`config.mk`:
```
export PLATFORM = sky130hd
export DESIGN_NAME = sram_block_copy
export DESIGN_NICKNAME = d
export VERILOG_FILES = /design/src/rtl/sram_block_copy.sv
export SDC_FILE = /design/constraint.sdc
export NUM_CORES = 1
export LEC_CHECK = 0
export ABC_AREA = 0
export CORE_MARGIN = 4
export CORE_UTILIZATION = 30
export DETAILED_ROUTE_END_ITERATION = 10
export PLACE_DENSITY_LB_ADDON = 0.2
export SLEW_MARGIN = 0
export SYNTH_ARGS = -nofsm -noshare
export SYNTH_HDL_FRONTEND = slang
export SYNTH_SLANG_ARGS = --single-unit
```
`constraint.sdc`:
```
create_clock -name clk -period 3.52 [get_ports clk]
set_input_delay 0.352 -clock clk [delete_from_list [all_inputs] [get_ports clk]]
set_output_delay 0.352 -clock clk [all_outputs]
set_load 0.01 [all_outputs]
```
`src/rtl/sram_block_copy.sv`:
```
// -----------------------------------------------------------------------------
// sram_block_copy
//   DMA client that copies `length` 32-bit words from SRAM word address
//   `src_addr` to `dst_addr` through the controller's mem_op/mem_opdone
//   handshake. Each word is one read followed by one write. Each access is
//   guarded by a watchdog. The watchdog ends the copy with a sticky `error`
//   if the controller does not answer within TIMEOUT cycles.
//
// Ports
//   clk, reset      : clock and synchronous active-high reset
//   start           : one-cycle pulse; accepted only while idle
//   src_addr        : first source word address (AWIDTH)
//   dst_addr        : first destination word address (AWIDTH)
//   length          : number of words to copy (LWIDTH)
//   busy            : copy in progress
//   done            : one-cycle end-of-copy pulse (also on error and length 0)
//   error           : sticky watchdog flag, cleared by the next accepted start
//   mem_op          : 00 none, 01 read, 11 write
//   mem_addr        : word address of the current request
//   mem_data        : write data of the current request
//   mem_rdata       : read data, valid while mem_opdone = 1
//   mem_opdone      : one-cycle completion pulse from the controller
// -----------------------------------------------------------------------------
module sram_block_copy #(
    parameter int AWIDTH  = 9,
    parameter int LWIDTH  = 10,
    parameter int TIMEOUT = 255
) (
    input  logic              clk,
    input  logic              reset,
    input  logic              start,
    input  logic [AWIDTH-1:0] src_addr,
    input  logic [AWIDTH-1:0] dst_addr,
    input  logic [LWIDTH-1:0] length,
    output logic              busy,
    output logic              done,
    output logic              error,
    output logic [1:0]        mem_op,
    output logic [AWIDTH-1:0] mem_addr,
    output logic [31:0]       mem_data,
    input  logic [31:0]       mem_rdata,
    input  logic              mem_opdone
);

    // The watchdog counter is at least 8 bits wide and is widened for larger TIMEOUT values.
    localparam int WDW = ($clog2(TIMEOUT + 1) > 8) ? $clog2(TIMEOUT + 1) : 8;
    localparam logic [WDW-1:0] WD_LAST = WDW'(TIMEOUT - 1);

    localparam logic [1:0] OP_NONE  = 2'b00;
    localparam logic [1:0] OP_READ  = 2'b01;
    localparam logic [1:0] OP_WRITE = 2'b11;

    typedef enum logic [2:0] {
        IDLE,
        READ,
        RGAP,
        WRITE,
        WGAP,
        DONE
    } state_t;

    state_t            state_q, state_d;
    logic [AWIDTH-1:0] src_q, src_d;
    logic [AWIDTH-1:0] dst_q, dst_d;
    logic [LWIDTH-1:0] len_q, len_d;
    logic [LWIDTH-1:0] idx_q, idx_d;
    logic [WDW-1:0]    wd_q, wd_d;
    logic [1:0]        mem_op_q, mem_op_d;
    logic [AWIDTH-1:0] mem_addr_q, mem_addr_d;
    logic [31:0]       mem_data_q, mem_data_d;
    logic              busy_q, busy_d;
    logic              done_q, done_d;
    logic              error_q, error_d;

    // The word index wraps into the address width, so src+idx and dst+idx
    // roll over past the top of SRAM.
    logic [AWIDTH-1:0] idx_a;
    assign idx_a = AWIDTH'(idx_q);

    always_comb begin
        state_d    = state_q;
        src_d      = src_q;
        dst_d      = dst_q;
        len_d      = len_q;
        idx_d      = idx_q;
        wd_d       = wd_q;
        mem_op_d   = mem_op_q;
        mem_addr_d = mem_addr_q;
        mem_data_d = mem_data_q;
        busy_d     = busy_q;
        done_d     = 1'b0;
        error_d    = error_q;

        case (state_q)
            IDLE: begin
                if (start) begin
                    src_d   = src_addr;
                    dst_d   = dst_addr;
                    len_d   = length;
                    idx_d   = '0;
                    wd_d    = '0;
                    error_d = 1'b0;
                    busy_d  = 1'b1;
                    if (length == '0) begin
                        state_d = DONE;
                    end else begin
                        // The first read is issued on the same edge that accepts start.
                        state_d    = READ;
                        mem_op_d   = OP_READ;
                        mem_addr_d = src_addr;
                    end
                end
            end

            READ: begin
                if (mem_opdone) begin
                    mem_data_d = mem_rdata;
                    mem_op_d   = OP_NONE;
                    state_d    = RGAP;
                end else if (wd_q == WD_LAST) begin
                    error_d  = 1'b1;
                    mem_op_d = OP_NONE;
                    state_d  = DONE;
                end else begin
                    wd_d = wd_q + WDW'(1);
                end
            end

            // This gap cycle lets the controller clear opdone before the next request.
            RGAP: begin
                state_d    = WRITE;
                mem_op_d   = OP_WRITE;
                mem_addr_d = dst_q + idx_a;
                wd_d       = '0;
            end

            WRITE: begin
                if (mem_opdone) begin
                    mem_op_d = OP_NONE;
                    idx_d    = idx_q + LWIDTH'(1);
                    state_d  = WGAP;
                end else if (wd_q == WD_LAST) begin
                    error_d  = 1'b1;
                    mem_op_d = OP_NONE;
                    state_d  = DONE;
                end else begin
                    wd_d = wd_q + WDW'(1);
                end
            end

            WGAP: begin
                if (idx_q == len_q) begin
                    state_d = DONE;
                end else begin
                    state_d    = READ;
                    mem_op_d   = OP_READ;
                    mem_addr_d = src_q + idx_a;
                    wd_d       = '0;
                end
            end

            DONE: begin
                // done rises on the same edge on which busy falls, as the state leaves DONE.
                done_d  = 1'b1;
                busy_d  = 1'b0;
                state_d = IDLE;
            end

            default: begin
                state_d  = IDLE;
                mem_op_d = OP_NONE;
                busy_d   = 1'b0;
            end
        endcase
    end

    always_ff @(posedge clk) begin
        if (reset) begin
            state_q    <= IDLE;
            src_q      <= '0;
            dst_q      <= '0;
            len_q      <= '0;
            idx_q      <= '0;
            wd_q       <= '0;
            mem_op_q   <= OP_NONE;
            mem_addr_q <= '0;
            mem_data_q <= '0;
            busy_q     <= 1'b0;
            done_q     <= 1'b0;
            error_q    <= 1'b0;
        end else begin
            state_q    <= state_d;
            src_q      <= src_d;
            dst_q      <= dst_d;
            len_q      <= len_d;
            idx_q      <= idx_d;
            wd_q       <= wd_d;
            mem_op_q   <= mem_op_d;
            mem_addr_q <= mem_addr_d;
            mem_data_q <= mem_data_d;
            busy_q     <= busy_d;
            done_q     <= done_d;
            error_q    <= error_d;
        end
    end

    assign busy     = busy_q;
    assign done     = done_q;
    assign error    = error_q;
    assign mem_op   = mem_op_q;
    assign mem_addr = mem_addr_q;
    assign mem_data = mem_data_q;

endmodule

```
==> results.tsv, run 1 <==
metric	value	unit
CTS clk-pin slew, worst paths	0.06	ns
die area	0.01671	sq mm
max frequency	0.3477	GHz
clk sinks	95	
die boundary height	129.3	um
initial antenna violation count	0	
Crit-path slowest cell	fa_1	
FF+latch count, synth	95	
Worst Max-Slew Pin Slew	0.9709	ns
CTS tree	built	
Buffers on Ports	109	
Routed Antenna Nets	0	
worst slack at placement	0.6970	ns
clk root buf	clkbuf_16	
unrepaired setup endpoints after global routing	false	
# diodes	0	
Layout fillers	1461	
Num CTS Buffers	9	
Die Width	129.3	um
fin nets	719	
max_cap viols	0	
First-pass DRT Iterations	5	
syn nets	621	
Final Hold Vio Count	0	
Worst Hold Class	flip-flop to flip-flop	
Syn Inst Count	545	
wire per inst	15.07	um
vias in the first global route	3948	
leakage power	2.114	nW
Worst-Skew Late Latency	0.34	ns
Overall Power	2.603	mW
CP Max Fanout	7	
DR DRC count	0	
status	finished, final reports clean	
Starting Density	30.47	%
PD cells	434.0	mW/mm^2
Worst EP required	3.77	ns
Total GRT Usage	14.82	%
row cnt	44	
final worst slack	0.6443	ns
via count	4161	
post_cts resized	0	
gpl congestion	0.8836	
share of cells above drive strength 1	6.337	%
H-tree levels	3	
top_reg_cell synth	dfxtp_1	
CP Capture Type	flip-flop	
largest net degree at the start of global routing	50	
cts hold-fix bufs	0	
Tcrit/Tclk final	81.70	%
Seq/Total Area, Yosys	43.11	%
maximum clock path buffer count	2	
CP max stage delay	0.46	ns
Area Growth Syn to Fin	35.96	%
fin crit period	2.876	ns
Yosys Warn Count	0	
# setup viols final	0	
DP HPWL	9231	um
total wire length	12520	um
core footprint	0.01448	sq mm
first-pass GRT wire length	19690	um
Slew headroom	35.03	%
Clock Skew	0.004965	ns
Peak supply drop	0.0002609	V
crit path kind	flip-flop to flip-flop	
setup TNS	0	ns
Setup Fix Bufs, Post-CTS	0	
Post-Syn Area	0.004412	sq mm
Unique masters post-synth	50	
boundary pin count	110	
Arr. time, crit path	3.13	ns
Worst Setup Start Kind	flip-flop	
Vias per Instance	5.007	
number of flops mapped to enable cells by yosys	0	
post-layout util	41.43	%
DR iter-0 viols	206	
critical path, cell by cell	nor3b_2 -> buf_4 -> mux2_2 -> fa_1 -> a21oi_1 -> o2111ai_1 -> nand4_1 -> nand3b_1 -> a311oi_1	
fraction of registers with async set or reset after synthesis	0	%
Slew Limit Fails	0	
remaining global-route overflow	0	
Avg Inst Size Synth	8.095	sq um
-- report_power, final --
part           total, mW  internal (mW)  switching [mW]  leakage [nW]
Sequential          1.17           1.13          0.0341         0.775
Combinational      0.398          0.197           0.201          1.19
Clock               1.04          0.639           0.402         0.149
-- synth_stat cells, drive strengths merged (2+ instances only) --
master | count | area share (%)
xnor2 | 15 | 3.0
inv | 9 | 0.77
dfxtp | 95 | 43
nor3b | 4 | 0.79
or4b | 2 | 0.45
o31ai | 7 | 1.2
nand2b | 3 | 0.43
o2111ai | 5 | 0.99
ha | 11 | 3.1
o21ai | 9 | 1.0
and2 | 3 | 0.43
a211oi | 8 | 1.4
o21bai | 2 | 0.34
clkbuf | 28 | 2.4
o211ai | 3 | 0.51
a311oi | 2 | 0.40
nand4 | 11 | 1.6
a21oi | 84 | 9.5
a211o | 2 | 0.40
nor4 | 3 | 0.43
nand2 | 132 | 11
or4 | 4 | 0.68
mux2 | 10 | 2.6
xor2 | 8 | 1.6
nor3 | 12 | 1.4
and3 | 4 | 0.57
nand3b | 2 | 0.34
buf | 6 | 0.77
mux2i | 7 | 1.6
nand3 | 14 | 1.6
nor2b | 3 | 0.43
nor2 | 20 | 1.7
or3 | 3 | 0.54
a22oi | 3 | 0.51
-- worst max-delay path, delay by kind of cell, from the launching register on --
family	cells	cell delay (ns)
compound gates	3	0.80
fa+ha+maj	1	0.46
flops	1	0.32
buf+inv	1	0.24
simple gates	3	0.58
mux	1	0.37
-- final cells by class --
class | instances | area, sq um | share of cell area (%)
Clock inverter | 3 | 67.56 | 1.126
Clock buffer | 12 | 246.5 | 4.109
Inverter | 9 | 33.78 | 0.5632
Tap cell | 184 | 230.2 | 3.838
Sequential cell | 95 | 1902 | 31.71
Multi-Input combinational cell | 407 | 2342 | 39.05
Timing Repair Buffer | 121 | 1176 | 19.61
-- layout by cell type (no fill, tap or decap), drive strengths merged, types with 4 or more instances in the layout --
| cell | Yosys | layout |
|---|---|---|
| nand4 | 11 | 11 |
| mux2 | 10 | 10 |
| ha | 11 | 11 |
| xor2 | 8 | 8 |
| nor2 | 20 | 20 |
| buf | 6 | 13 |
| a211oi | 8 | 8 |
| nor3 | 12 | 12 |
| xnor2 | 15 | 15 |
| dfxtp | 95 | 95 |
| nand2 | 132 | 132 |
| o2111ai | 5 | 5 |
| or4 | 4 | 4 |
| clkbuf | 28 | 12 |
| o31ai | 7 | 7 |
| o21ai | 9 | 9 |
| mux2i | 7 | 7 |
| inv | 9 | 9 |
| nand3 | 14 | 14 |
| a21oi | 84 | 84 |
| nor3b | 4 | 4 |
| clkdlybuf4s50 | 0 | 108 |
| and3 | 4 | 4 |
-- state kept, by name, indices dropped and copies added (netlist names) --
register,count
src_q,9
dst_q,9
len_q,10
state_q,3
busy,1
done,1
idx_q,10
mem_data,32
mem_op,2
error,1
wd_q,8
mem_addr,9
-- stage by stage --
stage	std cells	hold WS, ns	instance area [sq um]
6_report	831	0.4522	5998
5_1_grt	831	0.4770	5998
4_1_cts	831	0.4561	5998
3_5_place_dp	816	0.4469	5684
3_3_place_gp	816	0.4428	5684
2_1_floorplan	545	0.4329	4412
-- routing by layer --
| metal | part of all wire [%] | track usage, % |
|---|---|---|
| met1 | 46 | 20.40 |
| met2 | 47 | 22.74 |
| met5 | 0 | 0 |
| met3 | 5.1 | 2.885 |
| met4 | 1.8 | 6.177 |
-- cell families after synthesis --
logic type               Yosys count  share of synthesized area, %
AND/OR/NAND/NOR                  223                         23.11
AO/OA/AOI/OAI                    132                         17.58
buffers and inverters             43                         3.914
adder cells (fa/ha/maj)           12                         3.573
XOR/XNOR                          23                         4.566
flip-flops                        95                         43.11
multiplexers                      17                         4.141
-- final timing paths --
check / startpoint / endpoint / slack (ns) / cells past startpoint
worst min register to register: mem_data[21] / mem_data[21] / 0.45 / 2
worst max register to register: state_q[0] / mem_addr[8] / 0.64 / 9
worst max-delay path: state_q[0] / mem_addr[8] / 0.64 / 9
worst min-delay path: mem_data[21] / mem_data[21] / 0.45 / 2
No activity file was read; power rests on OpenSTA's default activity.
==> run 2: changes to the inputs <==
==> constraint.sdc (replaced) <==
create_clock -name clk -period 2.9 [get_ports clk]
set_input_delay 0.29 -clock clk [delete_from_list [all_inputs] [get_ports clk]]
set_output_delay 0.29 -clock clk [all_outputs]
set_load 0.01 [all_outputs]
==> results.tsv, run 2 (synthesis gave the netlist of run 1 again) <==
metric	value	unit	change
Worst Path Buf+Inv	1		unchanged
Worst Hold Class	primary input to flip-flop		was flip-flop to flip-flop
die area	0.01671	sq mm	unchanged
CP Max Fanout	6		was 7
Clock Skew	0.007919	ns	was 0.004965 ns
Buffers on Ports	109		unchanged
Num CTS Buffers	9		unchanged
row cnt	44		unchanged
clk sinks	95		unchanged
crit path kind	flip-flop to flip-flop		unchanged
Worst Max-Slew Pin Slew	0.7983	ns	was 0.9709 ns
fin crit period	2.575	ns	was 2.876 ns
Finished Layout Cells	836		was 831
DP HPWL	9401	um	was 9231 um
Worst Setup Start Kind	flip-flop		unchanged
remaining global-route overflow	0		unchanged
Area Growth Syn to Fin	37.04	%	was 35.96%
# setup viols final	0		unchanged
Peak supply drop	0.0002820	V	was 0.0002609 V
Crit-path slowest cell	fa_1		unchanged
Worst-Skew Late Latency	0.35	ns	was 0.34 ns
multi-input logic area	0.002342	sq mm	unchanged
initial antenna violation count	0		unchanged
max_cap viols	0		unchanged
CTS tree	built		unchanged
status	finished, final reports clean		unchanged
max frequency	0.3883	GHz	was 0.3477 GHz
fin nets	723		was 719
setup TNS	0	ns	unchanged
Arr. time, crit path	2.77	ns	was 3.13 ns
Worst EP required	3.09	ns	was 3.77 ns
Final Hold Vio Count	0		unchanged
leakage power	2.152	nW	was 2.114 nW
Die Width	129.3	um	unchanged
Setup Fix Bufs, Post-CTS	0		unchanged
PD cells	530.0	mW/mm^2	was 434.0 mW/mm^2
core footprint	0.01448	sq mm	unchanged
First-pass DRT Iterations	4		was 5
gpl congestion	0.8092		was 0.8836
post-layout util	41.76	%	was 41.43%
die boundary height	129.3	um	unchanged
cts hold-fix bufs	0		unchanged
first-pass GRT wire length	20030	um	was 19690 um
H-tree levels	3		unchanged
most common cell after layout, fill and taps aside	nand2_1		unchanged
boundary pin count	110		unchanged
CP max stage delay	0.44	ns	was 0.46 ns
share of cells above drive strength 1	7.362	%	was 6.337%
internal reg-to-reg setup slack	0.32	ns	was 0.64 ns
Slew headroom	46.33	%	was 35.03%
Total GRT Usage	15.12	%	was 14.82%
CP Capture Type	flip-flop		unchanged
FF/Latch Area	0.001902	sq mm	unchanged
Slew Limit Fails	0		unchanged
post_cts resized	0		unchanged
DR iter-0 viols	242		was 206
# diodes	0		unchanged
Vias per Instance	4.945		was 5.007
Tcrit/Tclk final	88.80	%	was 81.70%
CTS clk-pin slew, worst paths	0.07	ns	was 0.06 ns
most frequent cells in the layout	nand2_1, clkdlybuf4s50_1, dfxtp_1		unchanged
maximum clock path buffer count	2		unchanged
clk root buf	clkbuf_16		unchanged
critical path, cell by cell	nor3b_2 -> buf_4 -> mux2_2 -> fa_1 -> a21oi_1 -> o2111ai_1 -> a22oi_1 -> nand3b_1 -> a311oi_1		was nor3b_2 -> buf_4 -> mux2_2 -> fa_1 -> a21oi_1 -> o2111ai_1 -> nand4_1 -> nand3b_1 -> a311oi_1
DR DRC count	0		unchanged
cell family with most CP delay	compound AO/OA/AOI/OAI gates		unchanged
wire per inst	15.07	um	about the same
vias in the first global route	3936		was 3948
largest net degree at the start of global routing	50		unchanged
total wire length	12600	um	was 12520 um
placed cell count	820		was 816
Layout fillers	1478		was 1461
Routed Antenna Nets	0		unchanged
via count	4134		was 4161
Starting Density	30.47	%	unchanged
unrepaired setup endpoints after global routing	false		unchanged
max reg flops	32		unchanged
run 2: changes by cell type in the layout (fill, tap and decap cells not counted), sizes merged:
cell	delta
buf	+4
clkinv	+2
clkbuf	-1
clkinvlp	-1
inv	+1
run 2: cell type report:
type / count / share of cell area [%]
timing repair buffer: 125 / 19.95
clock inverter: 5 / 1.304
sequential: 95 / 31.46
tap: 184 / 3.808
multi-input combinational: 407 / 38.74
inverter: 9 / 0.5588
clock buffer: 11 / 4.180
run 2: per-stage QoR:
step	power, mW	instance area, sq um	worst slack (ns)	hold slack (ns)
floorplan	1.686	4412	0.02994	0.4260
global placement	1.924	5714	0.3719	0.4410
detailed placement	1.933	5714	0.3293	0.4456
CTS	3.245	6046	0.3178	0.3823
global route	3.344	6046	0.09178	0.4214
finish	3.204	6046	0.3247	0.3917
run 2: power by group:
part | total (mW) | internal, mW | switching, mW
combinational | 0.487 | 0.242 | 0.245
sequential | 1.41 | 1.37 | 0.0406
clock | 1.30 | 0.802 | 0.502
run 2: worst paths after layout:
check | start | depth (start not counted) | to
worst max-delay path | state_q[0] | 9 | mem_addr[8]
worst min-delay path | reset | 3 | done
worst min register to register | mem_data[29] | 2 | mem_data[29]
worst max register to register | state_q[0] | 9 | mem_addr[8]
run 2: worst reg2reg max path: cells and delay by family, from the launching register on:
kind	cells	cell delay [ns]
and+or+nand+nor	2	0.39
muxes	1	0.37
AOI/OAI and AO/OA	4	0.70
adders and majority gates	1	0.44
buffers and inverters	1	0.21
DFF	1	0.32
run 2: routing by layer:
metal  global-route usage (%)  part of all wire, %
met1                    20.24                   46
met2                    24.09                   48
met3                    2.556                  3.2
met4                    6.485                  2.2
met5                        0                    0
